`config.mk`:
```
export PLATFORM = sky130hd
export DESIGN_NAME = sumador_acumulador
export DESIGN_NICKNAME = d
export VERILOG_FILES = /design/src/rtl/sumador_acumulador.sv
export SDC_FILE = /design/constraint.sdc
export NUM_CORES = 1
export LEC_CHECK = 0
export ABC_AREA = 1
export BUFFER_PORTS_ARGS = -buffer_cell sky130_fd_sc_hd__buf_2
export CAP_MARGIN = 20
export CORE_UTILIZATION = 44
export DETAILED_ROUTE_END_ITERATION = 16
export PLACE_DENSITY = 0.66
export SYNTH_ARGS = -nofsm -noshare
export SYNTH_HDL_FRONTEND = slang
export SYNTH_SLANG_ARGS = --single-unit
```
`constraint.sdc`:
```
create_clock -name clk -period 3.71 [get_ports clk]
set_input_delay 0.1855 -clock clk [delete_from_list [all_inputs] [get_ports clk]]
set_output_delay 0.1855 -clock clk [all_outputs]
set_load 0.01 [all_outputs]
```
`src/rtl/sumador_acumulador.sv`:
```
// Registered add/subtract unit with an accumulator, optional signed saturation,
// and valid/ready handshakes on both sides (one-entry output stage).
module sumador_acumulador #(
  parameter int WIDTH    = 14,
  parameter bit SATURATE = 1'b0
) (
  input  logic             clk,
  input  logic             rst,
  input  logic             in_valid,
  output logic             in_ready,
  input  logic [WIDTH-1:0] a,
  input  logic [WIDTH-1:0] b,
  input  logic [1:0]       oper,
  input  logic             acc_clr,
  output logic             out_valid,
  input  logic             out_ready,
  output logic [WIDTH-1:0] c,
  output logic             carry,
  output logic             ovf,
  output logic             zero,
  output logic [WIDTH-1:0] acc
);

  typedef enum logic {EMPTY = 1'b0, FULL = 1'b1} state_t;

  localparam logic [WIDTH-1:0] SAT_MAX = {1'b0, {(WIDTH-1){1'b1}}};
  localparam logic [WIDTH-1:0] SAT_MIN = {1'b1, {(WIDTH-1){1'b0}}};

  state_t           state_q;
  logic [WIDTH-1:0] c_q, acc_q;
  logic             carry_q, ovf_q, zero_q;

  logic             accept;
  logic [WIDTH-1:0] acc_eff, op1;
  logic [WIDTH:0]   sum_w, diff_w;
  logic [WIDTH-1:0] raw, res_d;
  logic             carry_d, ovf_d;

  assign in_ready = (state_q == EMPTY) || out_ready;
  assign accept   = in_valid && in_ready;

  // A clear in the same cycle as an accumulate op makes that op start from zero.
  assign acc_eff = acc_clr ? '0 : acc_q;
  assign op1     = oper[1] ? acc_eff : a;
  assign sum_w   = {1'b0, op1} + {1'b0, b};
  assign diff_w  = {1'b0, op1} - {1'b0, b};

  always_comb begin
    raw     = oper[0] ? diff_w[WIDTH-1:0] : sum_w[WIDTH-1:0];
    carry_d = oper[0] ? diff_w[WIDTH] : sum_w[WIDTH];
    if (oper[0])
      ovf_d = (op1[WIDTH-1] != b[WIDTH-1]) && (raw[WIDTH-1] != op1[WIDTH-1]);
    else
      ovf_d = (op1[WIDTH-1] == b[WIDTH-1]) && (raw[WIDTH-1] != op1[WIDTH-1]);
    res_d = raw;
    if (SATURATE && ovf_d)
      res_d = op1[WIDTH-1] ? SAT_MIN : SAT_MAX;
  end

  always_ff @(posedge clk or posedge rst) begin
    if (rst) begin
      state_q <= EMPTY;
      c_q     <= '0;
      carry_q <= 1'b0;
      ovf_q   <= 1'b0;
      zero_q  <= 1'b0;
      acc_q   <= '0;
    end else begin
      if (accept) begin
        state_q <= FULL;
        c_q     <= res_d;
        carry_q <= carry_d;
        ovf_q   <= ovf_d;
        zero_q  <= (res_d == '0);
      end else if (out_ready) begin
        state_q <= EMPTY;
      end
      if (accept && oper[1])
        acc_q <= res_d;
      else if (acc_clr)
        acc_q <= '0;
    end
  end

  assign out_valid = (state_q == FULL);
  assign c         = c_q;
  assign carry     = carry_q;
  assign ovf       = ovf_q;
  assign zero      = zero_q;
  assign acc       = acc_q;

endmodule

```
==> run summary, run 1 <==
Startpoint of the most critical hold path: in_valid. The via count of the first global-routing pass came out at 2,928. The maximum single-stage delay on the critical path is 0.55 ns. The critical path starts at oper[1]. The logs give 657 for the number of instances in the placed design and 2.85 ns for the data arrival time of the critical path. For the required time reported for the critical path endpoint, the log shows 3.93 ns.

The number of antenna violations at the first check in global routing was 0. The via count is 3,201, and the cell count after synthesis is 506. The clock tree root buffer cell is sky130_fd_sc_hd__clkbuf_8. The clock slew at the register clock pins of the worst setup and hold paths was 0.06 ns. The run gives 0 as the final count of negative-setup-slack endpoints. Relative to the synthesized area, the layout overhead comes to 15.7%.

By instance count, the cell type seen most on the critical path is sky130_fd_sc_hd__nand2_1. The total clock buffers created by CTS is 5. Of the total power, the share spent switching nets is 39.6%.

The chip height came out at 86.1 microns. The tightest slew margin relative to the limit was 44.9%; the average detailed-routed wire length per instance was 12.4 microns. The die covers 7420 sq um. 0 antenna diodes ended up in the layout. The clock sink total was 32; the transition time of the tightest slew-check pin was 0.826 ns. After synthesis, the mean cell area works out to 6.15 sq um. The logs give 666 for the count of non-filler cells in the finished layout and 153 uV for the largest vdd supply drop. Across the run, the number of max-cap violations was 0. In this run the horizontal extent of the chip is 86.1 microns. Of the total power, the clock network draws 22.5%. The signal on the critical path passes through buf_2 -> inv_1 -> o21ai_0 -> inv_1 -> fa_1 -> o21ai_1 -> nand4_1 -> nand2_1 -> nand2_1 -> nand2_1 -> nand2_1 -> nand2_1 -> nand3_1 -> nor2_1 -> nand3_1 -> nand2_1. In this run the deepest clock path goes through 2 buffers.

The H-tree was split into 2 levels. The largest area contributor in the netlist is sky130_fd_sc_hd__dfrtp_1. DRC violation count after routing: 0. The fraction of the cycle the final worst path needs is 70.8%. After clock tree synthesis, the setup repair step added 0 buffers. The net switching power was 481 uW. The kind of path behind the tightest hold check was in2reg. Counting every net in the synthesized netlist gives 572. The congestion estimate from routability-driven global placement came to 0.959. For the first-pass iteration count of the detailed router, the log shows 5.

The flow ran to the end, and the final reports show no timing, DRC or antenna violations. The HPWL after detailed placement is 6740 microns. Of the cells placed in the final design, the portion with a size suffix greater than 1 is 16.0%.

The core region is 6830 sq um. Setup repair after global routing left no endpoint under its margin. The number of I/O pins is 68.

The clock skew after layout came out at 0.00484 ns. Summing the sequential cell areas from Yosys gives 25.7% of the chip area. Startpoint of the lowest-slack register-to-register path: acc[1]. The tools report the first-pass GRT wire length as 13,800 microns. For this run, the number of Yosys warnings is 0. In the final layout, the multi-input gates occupy 1930 sq um. The final layout contains 635 nets. Per report_power, the combinational group accounts for 42.2% of the total. The run gives 0 as the hold violation total from the final report. The reported leakage power is 2.14 nW.

For the finished layout, the period the worst path requires is 2.63 ns. The routed design has 8260 microns of wire. Of all nets on the critical path, the largest fanout is 20. Static timing analysis puts the maximum clock frequency at 0.381 GHz. Of the post-synthesis cell area, the dominant cell type holds 25.7%. The slowest stage cell on the critical path is sky130_fd_sc_hd__o21ai_0. Yosys attributes the largest share of cell area to sky130_fd_sc_hd__dfrtp_1, sky130_fd_sc_hd__nand2_1, sky130_fd_sc_hd__ha_1.

The pin count of the biggest net entering global routing is 33, and the internal cell power is 733 uW. Using the TritonRoute via totals, the vias-per-cell ratio works out to 4.81. The run gives 30 as the number of rows created at floorplan.

Power spread over the standard cell area amounts to 337 nW/um^2. The count of routing violations after the opening detailed-route iteration was 149. The element type at the critical path end is a flop. The synthesized area is 3110 sq um. Total of buffers placed on input and output ports: 67.

Kind of start point of the critical path: an input pin. The run gives 801 sq um as the footprint of the flip-flops and latches. In this run the remaining antenna-violating nets after routing total 0. TritonCTS built the clock tree. Critical path class: in2reg. The logs give 0.28 ns for the clock latency at the later pin of the worst-skew pair and 23.7% for the total track usage.

The share of total power dissipated in sequential elements is 35.4%. For this configuration, the core starts out at a cell density of 45.6%. Summed over all failing endpoints, the final setup total negative slack is 0 ns. The final number of max-transition violations was 0. Total global routing overflow: 0. The layout has 768 filler cells. The synthesized flop and latch total was 32; the post-synthesis cell type count was 30.

The tools report the power after layout as 1.21 mW.
power by group through the flow:
| stage | Sequential (mW) | Combinational (mW) | Clock (mW) |
|---|---|---|---|
| 6_report | 0.429 | 0.512 | 0.273 |
| 5_1_grt | 0.436 | 0.587 | 0.294 |
| 4_1_cts | 0.430 | 0.510 | 0.278 |
| 3_5_place_dp | 0.435 | 0.508 | 0 |
| 3_3_place_gp | 0.434 | 0.505 | 0 |
| 2_1_floorplan | 0.461 | 0.326 | 0 |
timing repair:
item,CTS,global route
hold buffers,1,0
resized for setup,0,0
endpoints found under the hold margin,32,0
layout make-up:
| class | instances | share of cell area, % |
|---|---|---|
| Clock buffer | 8 | 2.50 |
| Timing Repair Buffer | 70 | 10.0 |
| Inverter | 81 | 8.44 |
| Tap cell | 96 | 3.33 |
| Sequential cell | 32 | 22.2 |
| Multi-Input combinational cell | 379 | 53.5 |
worst paths after layout:
check                       endpoint  slack [ns]  cells after the start
hold reg to reg                 c[1]        0.48                      2
max in group asynchronous       c[0]        2.90                      4
min in group asynchronous        ovf        0.53                      4
hold / removal             out_valid        0.11                      3
setup reg to reg                zero        1.09                     15
setup / recovery                zero        1.08                     16
synth_stat cells, drive strengths merged:
| library cell | instances |
|---|---|
| nor3 | 3 |
| a211oi | 1 |
| a31oi | 1 |
| buf | 6 |
| nand3 | 47 |
| nand4 | 2 |
| xor2 | 1 |
| nor2 | 43 |
| fa | 2 |
| nand2 | 190 |
| clkinv | 1 |
| ha | 29 |
| a22oi | 1 |
| o21bai | 4 |
| a21oi | 14 |
| nor4 | 1 |
| clkbuf | 8 |
| dfrtp | 32 |
| nand3b | 1 |
| o21ai | 39 |
| inv | 80 |
cell families after synthesis:
group                      after synthesis  share of synthesized area (%)
and+or+nand+nor                        287                           38.0
DFF                                     32                           25.7
AOI/OAI and AO/OA                       60                           10.7
xor gates and xnor gates                 1                          0.281
buffers and inverters                   95                           12.4
adders and majority gates               31                           12.9
per-layer routing:
layer / vias up / track usage, % / part of all wire [%]
li1: 1697 / - / -
met1: 1400 / 35.4 / 50
met2: 94 / 36.7 / 43
met3: 10 / 1.54 / 5.3
met4: 0 / 6.97 / 1.5
met5: - / 0 / 0
per-stage QoR:
step | cell area, sq um | util, % | hold slack, ns | worst slack [ns]
2_1_floorplan | 3110 | - | 0.302 | 1.14
3_3_place_gp | 3500 | 51.3 | 0.282 | 0.891
3_5_place_dp | 3500 | 51.3 | 0.289 | 0.823
4_1_cts | 3600 | 52.7 | 0.107 | 1.10
5_1_grt | 3600 | 52.7 | 0.118 | 0.650
6_report | 3600 | 52.7 | 0.114 | 1.08
worst max-delay path, delay by kind of cell:
family                   cells  cell delay, ns
AO/OA/AOI/OAI                2            0.78
AND/OR/NAND/NOR             10            0.85
buffers and inverters        3            0.60
adder cells (fa/ha/maj)      1            0.43
registers in the layout, indices dropped and copies added (netlist names):
register   cells
carry          1
ovf            1
c             14
out_valid      1
zero           1
acc           14
layout by cell type, fill, tap and decap left out, drive strengths merged:
cell type and count:
inv 80, a22oi 1, nand2 190, ha 29
nand3b 1, nor4 1, dfrtp 32, buf 69
nor2 43, o21ai 39, xor2 1, clkbuf 8
a211oi 1, fa 2, nand3 47, dlygate4sd3 1
nor3 3, a31oi 1, o21bai 4, clkinv 1
nand4 2, a21oi 14
(Power assumes the default switching activity.)
==> run 2, diff against run 1 <==
PLACE_DENSITY = 0.68   (was 0.66)
clock period = 2.4 ns   (was 3.71 ns; I/O delays follow)
==> run summary, run 2 (synthesis gave the netlist of run 1 again) <==
The run finished with clean final reports. The detail route stage leaves a number of antenna-violating nets equal to 0. The run gives 702 as the number of instances in the placed design. The worst hold path terminates at out_valid.

The worst setup path is captured at a flop. Clock tree root buffer cell: sky130_fd_sc_hd__clkbuf_8. Startpoint of the lowest-slack register-to-register path: acc[0].

The clock slew at the register clock pins of the worst setup and hold paths is 0.06 ns. For this block, wires on met1 add up to 4310 microns. The post-route netlist has 28.7% of its cells at a drive strength greater than 1. The cell depth of the worst hold path was 3; the via count of the first global-routing pass was 3,131. Combinational share of power: 47.7%. Clock share of power: 20.4%.

The largest vdd supply drop is 233 uV. The slowest stage of the critical path is the sky130_fd_sc_hd__fa_2 cell. For the area of the multi-input gates, the log shows 2130 sq um.

Final number of max-transition violations: 0. TritonCTS built the clock tree. The via count is 3,463. Of the total power, the share spent switching nets is 39.0%. Cell type with the highest occurrence count on the critical path: sky130_fd_sc_hd__nand3_1.

Startpoint of the most critical hold path: in_valid. The signal on the critical path passes through nand2_2 -> o21ai_2 -> ha_2 -> inv_1 -> fa_2 -> nand2_1 -> o21ai_2 -> nand3_1 -> nor2_1 -> nand3_1 -> nor2_1 -> nand3_1 -> nor2_1 -> nand3_1 -> nand2_1. The congestion estimate from routability-driven global placement came to 0.902. The clock tree buffer depth came out at 2.

The H-tree was split into 2 levels. Setup repair after global routing could not meet its margin everywhere. The detailed-route vias per instance came out at 4.86.

The path class of the tightest hold or removal check is in2reg. The critical path class was reg2reg. The first routing iteration left 165 violations. The number of I/O pins came out at 68. The cell family contributing the most delay on the critical path is simple AND/OR/NAND/NOR gates. The amount of wire on met3 after detailed routing is 440 microns.

The run gives 0 as the count of maximum capacitance violations. The die width came out at 86.1 microns. The areal power density over the cells was 500 nW/um^2; the count of non-filler cells in the finished layout was 713.

For the power after layout, the log shows 2.09 mW. Of the total power, registers draw 31.9%. Highest routing layer actually used: met4.

For this run the aggregate overflow at the end of global routing stands at 0. The maximum single-stage delay on the critical path was 0.51 ns; the highest achievable clock rate was 0.423 GHz. Maximum fanout encountered on the critical timing path: 2.

The required time reported for the critical path endpoint was 2.62 ns; the area inside the core boundary was 6830 sq um. The number of antenna violations at the first check in global routing is 0, and the fraction of the cycle the final worst path needs is 98.6%. During placement, the flow inserted port buffers numbering 67.

The floorplan has 30 rows. The number of cells on the worst reg-to-reg path is 15. In this run the register-to-register setup slack is 0.03 ns. Measured against its own limit, the worst slew margin works out to 60.7%.

The clock latency at the later pin of the worst-skew pair was 0.28 ns. In this run, CTS created clock tree buffers numbering 5. The amount of wire on met2 after detailed routing was 4140 microns; the final count of negative-setup-slack endpoints was 0. The number of buffer and inverter instances along the worst setup path was 1.

The run gives 3850 sq um as the instance area at placement. At the end of the flow the core is filled with cells to 61.0%. Leaving out fill and tap cells, the most frequent cell in the layout is sky130_fd_sc_hd__nand2_1. The area growth from synthesis to layout works out to 33.8%. The internal power of the cells totals 1.27 mW. The reg-to-reg critical path endpoint is zero. The tools report the filler cell count as 690. In the layout the commonest cells are sky130_fd_sc_hd__nand2_1, sky130_fd_sc_hd__inv_1, sky130_fd_sc_hd__buf_2. For this design the static power due to leakage is 2.38 nW. The hold violation total from the final report was 0; the area enclosed by the die boundary was 7420 sq um.

Antenna cell count: 0. The transition time of the tightest slew-check pin is 0.589 ns. The number of cells on the critical path is 15, and the total track usage is 24.2%.

The average detailed-routed wire length per instance is 12.7 microns, and the chip height is 86.1 microns. Once the floorplan was initialized, standard cells occupied 45.6% of the core. The first-pass GRT wire length was 14,300 microns; the detailed-placement wirelength estimate was 7220 microns. For this run, the post-layout net count is 682.

Adding up every negative setup slack in the final design gives 0 ns. In this run the power spent charging and discharging nets is 814 uW. The time the worst path needs with I/O delays and setup works out to 2.37 ns. Clock sink total: 32.

The worst setup path is launched from a flop. The DRC violation count after routing was 0; the post-layout instance area was 4170 sq um. Summed over all layers, the routed wires come to 9070 microns. The tools report the footprint of the flip-flops and latches as 801 sq um.

Entering global routing, the biggest net connects 33 pins. The first-pass iteration count of the detailed router was 5. For the clock skew after layout, the log shows 0.00743 ns.

STA puts the critical path data arrival time at 2.59 ns.
==> run 2: changes by cell type in the layout (fill, tap and decap cells not counted), sizes merged <==
cell,before,now
buf,69,116
==> run 2: power by group through the flow <==
stage,clock network (mW),logic (mW),registers [mW]
after global routing,0.456,1.11,0.673
after CTS,0.433,0.914,0.664
after detailed placement,0,0.906,0.674
after floorplan,0,0.505,0.712
after global placement,0,0.894,0.671
final,0.426,0.994,0.665
==> run 2: timing repair <==
item | 4_1_cts | 5_1_grt
resized for setup | 4 | 45
setup buffers | 0 | 2
setup endpoints to repair | 2 | 19
pin swaps | 0 | 9
hold endpoints to repair | 32 | 0
hold buffers | 1 | 0
==> run 2: worst register-to-register path: cells and delay by family (launching register included) <==
kind	cells	cell delay [ns]
buffers and inverters	1	0.05
AOI/OAI and AO/OA	2	0.29
DFF	1	0.37
adders and majority gates	2	0.71
and+or+nand+nor	10	0.88
==> run 2: area by class of cell <==
| class | count | area share, % |
|---|---|---|
| flip-flops and latches | 32 | 19.2 |
| well taps | 96 | 2.88 |
| multi-input cells | 379 | 51.0 |
| clock buffers | 8 | 2.16 |
| inverters | 81 | 7.30 |
| repair buffers | 117 | 17.4 |
==> run 2: stage by stage <==
step / hold WS (ns) / setup WS (ns)
floorplan: 0.236 / 0.0369
global placement: 0.215 / -0.102
detailed placement: 0.216 / -0.178
CTS: 0.0533 / 0.000546
global route: 0.0591 / -0.141
finish: 0.0629 / 0.0346
==> run 2: worst max path at each step <==
stage	startpoint	endpoint	slack, ns
after floorplan	oper[1]	zero	0.04
after global placement	acc_clr	zero	-0.10
after detailed placement	acc_clr	zero	-0.18
after CTS	acc[4]	zero	0.0005
after global routing	acc[0]	zero	-0.14
final	acc[0]	zero	0.03
==> run 2: layer usage <==
| layer | vias to the layer above | GRT usage, % |
|---|---|---|
| met5 | - | 0 |
| met3 | 19 | 1.92 |
| li1 | 1791 | - |
| met2 | 103 | 39.4 |
| met1 | 1550 | 34.2 |
| met4 | 0 | 7.42 |
